### src/rtl/instr_fetch_unit.sv
// Instruction fetch front end: owns the PC, fetches words over a req/valid
// handshake, holds the instruction for the core and forms the next PC.
module instr_fetch_unit #(
    parameter int              AW       = 16,
    parameter logic [AW-1:0]   RESET_PC = '0,
    parameter int              MAX_WAIT = 255
) (
    input  logic          CLK,
    input  logic          RST_N,
    output logic          imem_req,
    output logic [AW-1:0] imem_addr,
    input  logic [31:0]   imem_rdata,
    input  logic          imem_valid,
    output logic [31:0]   instr,
    output logic [4:0]    opcode,
    output logic          instr_valid,
    input  logic          advance,
    input  logic          pcSrc,
    input  logic          C_offset,
    output logic [AW-1:0] pc,
    output logic          fetch_err
);

    // Counter only has to reach MAX_WAIT-1, the last allowed FETCH cycle.
    localparam int            CW       = (MAX_WAIT < 2) ? 1 : $clog2(MAX_WAIT);
    localparam logic [CW-1:0] CNT_LAST = CW'(MAX_WAIT - 1);

    typedef enum logic [1:0] {
        IDLE,
        FETCH,
        ISSUE,
        ERR
    } state_t;

    state_t        state_q;
    state_t        state_d;
    logic [CW-1:0] wait_cnt;
    logic          timeout;

    function automatic logic [AW-1:0] next_pc_calc(
        input logic [AW-1:0] cur_pc,
        input logic [31:0]   cur_instr,
        input logic          src,
        input logic          rel
    );
        logic signed [AW-1:0] offset;
        logic [AW-1:0]        seq_pc;
        offset = AW'($signed(cur_instr[15:0]));
        seq_pc = cur_pc + AW'(1);
        if (!src)
            return seq_pc;
        else if (!rel)
            return cur_instr[AW-1:0];
        else
            return seq_pc + $unsigned(offset);
    endfunction

    assign timeout = (wait_cnt == CNT_LAST);

    always_ff @(posedge CLK) begin
        if (!RST_N)
            state_q <= IDLE;
        else
            state_q <= state_d;
    end

    always_comb begin
        state_d = state_q;
        case (state_q)
            IDLE:    state_d = FETCH;
            FETCH: begin
                // A response on the last allowed cycle beats the timeout.
                if (imem_valid)
                    state_d = ISSUE;
                else if (timeout)
                    state_d = ERR;
            end
            ISSUE: begin
                if (advance)
                    state_d = FETCH;
            end
            ERR:     state_d = ERR;
            default: state_d = IDLE;
        endcase
    end

    always_ff @(posedge CLK) begin
        if (!RST_N) begin
            pc       <= RESET_PC;
            instr    <= '0;
            wait_cnt <= '0;
        end else begin
            case (state_q)
                FETCH: begin
                    if (imem_valid) begin
                        instr    <= imem_rdata;
                        wait_cnt <= '0;
                    end else begin
                        wait_cnt <= wait_cnt + 1'b1;
                    end
                end
                ISSUE: begin
                    if (advance)
                        pc <= next_pc_calc(pc, instr, pcSrc, C_offset);
                end
                default: ;
            endcase
        end
    end

    assign imem_req    = (state_q == FETCH);
    assign instr_valid = (state_q == ISSUE);
    assign fetch_err   = (state_q == ERR);
    assign imem_addr   = pc;
    assign opcode      = instr[31:27];

endmodule
### config.mk
export PLATFORM = sky130hd
export DESIGN_NAME = instr_fetch_unit
export DESIGN_NICKNAME = d
export VERILOG_FILES = /design/src/rtl/instr_fetch_unit.sv
export SDC_FILE = /design/constraint.sdc
export NUM_CORES = 1
export LEC_CHECK = 0
export ABC_CLOCK_PERIOD_IN_PS = 3150
export BUFFER_PORTS_ARGS = -buffer_cell sky130_fd_sc_hd__buf_4
export CAP_MARGIN = 25
export CORE_MARGIN = 5
export CORE_UTILIZATION = 54
export CTS_BUF_LIST = sky130_fd_sc_hd__clkbuf_2
export CTS_CLUSTER_DIAMETER = 40
export CTS_CLUSTER_SIZE = 12
export DETAILED_ROUTE_END_ITERATION = 10
export GPL_TIMING_DRIVEN = 1
export PLACE_DENSITY = 0.88
export REMOVE_ABC_BUFFERS = 1
export SETUP_SLACK_MARGIN = 0.02
export SLEW_MARGIN = 20
export SYNTH_ARGS = -nofsm -noshare
export SYNTH_HDL_FRONTEND = slang
export SYNTH_SLANG_ARGS = --single-unit
### constraint.sdc
create_clock -name CLK -period 3.15 [get_ports CLK]
set_input_delay 0.945 -clock CLK [delete_from_list [all_inputs] [get_ports CLK]]
set_output_delay 0.945 -clock CLK [all_outputs]
set_load 0.01 [all_outputs]
==> impl_metrics.csv <==
group,metric,value,unit
pwr,leakage,2.02,nW
synthesis,synth-async-reset-ratio,0,%
status,status,"finished, final reports clean",
place,gp_congestion,1.03,
timing,maxSlewHeadroom,59.7,%
die,fp.dieH,94.2,um
final_layout,antenna_cells,0,
synthesis,netlist.area_leader.share,30.3,%
setup_path,r2r_start,"imem_addr[4]$_SDFFE_PN0P_",
die,pin_count,110,
final_layout,fin_nets,637,
cts,clk_latency,0.51,ns
setup_path,cp_slowest_cell,"dfxtp_1",
flow_run,drv_cap,0,
die,dieArea,0.00887,mm^2
timing,slew_violations,0,
detailed_routing,drc,0,
setup_path,cp_top_family,"compound AO/OA/AOI/OAI gates",
cts,ctsLongestPathBuffers,2,
synthesis,synth_edf_count,0,
setup_path,crit_arrival,3.33,ns
pwr,ir_worst_vdd,287,uV
timing,period_share,92.8,%
final_layout,area_delta_synth_final,23.3,%
synthesis,ys_warn_count,0,
final_layout,final_layout_size_suffix_gt1_share,26.9,%
global_routing,grt_pass1_vias,3885,
synthesis,syn_avg_cell_area,7.76,um^2
synthesis,yosys-top-cells-area,"dfxtp_1, nand2_1, a21oi_1",
detailed_routing,wl_per_cell,16.3,um
global_routing,grt_usage,25.3,%
setup_path,path_cells,"nand3_4 -> nor2_1 -> xnor2_1 -> ha_1 -> a21oi_1 -> o21ai_0 -> a31oi_1 -> nor3_1 -> mux2_2 -> a221oi_1",
die,core.rowCount,30,
timing,worst_pin_slew,0.603,ns
cts,cts_buffers,9,
setup_path,cp-startpoint,"imem_addr[4]$_SDFFE_PN0P_",
global_routing,grt_antenna_before_repair,0,
pwr,power.density,329,mW/mm^2
synthesis,ys_seq_area_share,30.3,%
detailed_routing,drt_iter0_drc,313,
die,die_x,94.2,um
timing,rsz0062_at_grt,"yes",
detailed_routing,first_pass_iters,5,
detailed_routing,highest_layer,"met4",
setup_path,endpoint_kind,"register",
global_routing,grt_max_degree,30,
hold_path,hp-class,"register to register",
detailed_routing,viasPerCell,5.72,
place,port_buffers,109,
die,coreArea,0.00683,mm^2
global_routing,grt_first_pass_wirelength,18000,um
cts,clkTransAtPathRegs,0.17,ns
setup_path,required,3.56,ns
setup_path,critPathMaxFanout,9,
detailed_routing,vias,3871,
timing,hold_viol,0,
synthesis,synth_common_cells,"nand2_1, a21oi_1, dfxtp_1, nor2_1, o21ai_0",
synthesis,synth_cell_type_count,61,
synthesis,ys_ff_latch,58,
detailed_routing,final_antenna_net_count,0,
synthesis,synth.most_common_cell,"nand2_1",
final_layout,final_util,69.1,%
detailed_routing,wirelength,11100,um
cts,cts_num_sinks,58,
cts,clockRootBuffer,"clkbuf_2",
place,hpwlAfterDp,8130,um
global_routing,overflow,0,
timing,max_freq,342,MHz
hold_path,min-delay-start,"instr[18]$_SDFFE_PN0P_",
synthesis,yosysTopAreaCell,"dfxtp_1",
detailed_routing,drt-met1-wl,4420,um
timing,fin_skew,0.0283,ns
detailed_routing,met3_length,886,um
cts,htreeDepth,3,
die,initial_utilization,56.0,%
timing,finalWorstPathRequiredPeriod,2.92,ns
setup_path,critPathMaxStageDelay,0.55,ns
detailed_routing,dr_wl_met2,5500,um
synthesis,syn-cell-area,0.00383,mm^2
cts,cts_hold_buffers,0,
timing,setup_tns,0,ns
synthesis,synth-main-ff-cell,"dfxtp_1",
setup_path,crit_type,"register to register",
synthesis,synthCells,493,
timing,setup_viol,0,
setup_path,setup.worst_path.start_class,"register",
cts,cts_tree,"yes",
setup_path,path_buf_inv,0,
==> final timing paths <==
check	depth (start not counted)	slack (ns)	end
worst max register to register	10	0.23	imem_addr[14]$_SDFFE_PN0P_
worst min register to register	2	0.47	instr[18]$_SDFFE_PN0P_
worst min-delay path	2	0.47	instr[18]$_SDFFE_PN0P_
worst max-delay path	10	0.23	imem_addr[14]$_SDFFE_PN0P_
==> through the flow <==
stage | std cells | cell area [um^2] | hold WS, ns | power [mW] | setup slack (ns)
floorplan | 444 | 3520 | 0.458 | 0.926 | 0.213
global placement | 661 | 4570 | 0.442 | 1.06 | 0.252
detailed placement | 661 | 4570 | 0.451 | 1.07 | 0.154
CTS | 677 | 4690 | 0.474 | 1.56 | 0.0982
global route | 677 | 4720 | 0.492 | 1.63 | 0.0000977
finish | 677 | 4720 | 0.472 | 1.55 | 0.227
==> per-layer routing <==
metal | vias to the layer above | GRT usage (%)
met5 | - | 0
met4 | 0 | 12.4
met3 | 23 | 6.57
met2 | 161 | 43.5
met1 | 1795 | 28.8
li1 | 1892 | -
==> where the power goes <==
part	switching (mW)	internal (mW)
registers	0.0278	0.761
clock network	0.310	0.179
logic	0.148	0.125
==> sequential cells by signal (all words and copies together), names as in the netlist <==
register	cells
imem_addr	16
wait_cnt	8
instr	32
state_q	2
==> cell type report <==
type / count / area (um^2)
Inverter: 9 / 33.8
Sequential cell: 58 / 1160
Tap cell: 96 / 120
Multi-Input combinational cell: 377 / 2350
Clock buffer: 9 / 45.0
Clock inverter: 7 / 70.1
Fill cell: 565 / 2110
Timing Repair Buffer: 121 / 933
==> kinds of logic after synthesis <==
logic type,synth area share [%]
fa+ha+maj,7.72
xor+xnor,6.41
simple gates,22.4
compound gates,22.3
buf+inv,8.89
flops,30.3
mux,1.96
==> tightest hold or removal path: stages (launching register included) <==
cell	delay (ns)
dfxtp_1	0.35
nand2_1	0.05
a21oi_1	0.05
==> timing repair <==
| action | 4_1_cts | 5_1_grt |
|---|---|---|
| endpoints found under the hold margin | 0 | 0 |
| resized for setup | 0 | 6 |
| buffers inserted | 0 | 0 |
| setup endpoints to repair | 0 | 5 |
==> layout by cell type, fill, tap and decap left out, types with 4 or more instances in the layout <==
cell type / synthesis / final
a211oi_1: 5 / 5
a21oi_1: 68 / 68
a221oi_1: 4 / 4
a31oi_1: 6 / 6
buf_4: 22 / 119
clkbuf_2: 2 / 9
clkinvlp_4: 0 / 4
dfxtp_1: 58 / 57
ha_1: 22 / 20
inv_1: 8 / 8
mux2_2: 4 / 4
nand2_1: 94 / 94
nand2b_1: 5 / 5
nand3_1: 16 / 16
nand4_1: 7 / 7
nor2_1: 27 / 27
o211ai_1: 6 / 6
o21ai_0: 25 / 25
xnor2_1: 17 / 16
xor2_1: 11 / 11
Power figures use the tool's default switching activity.
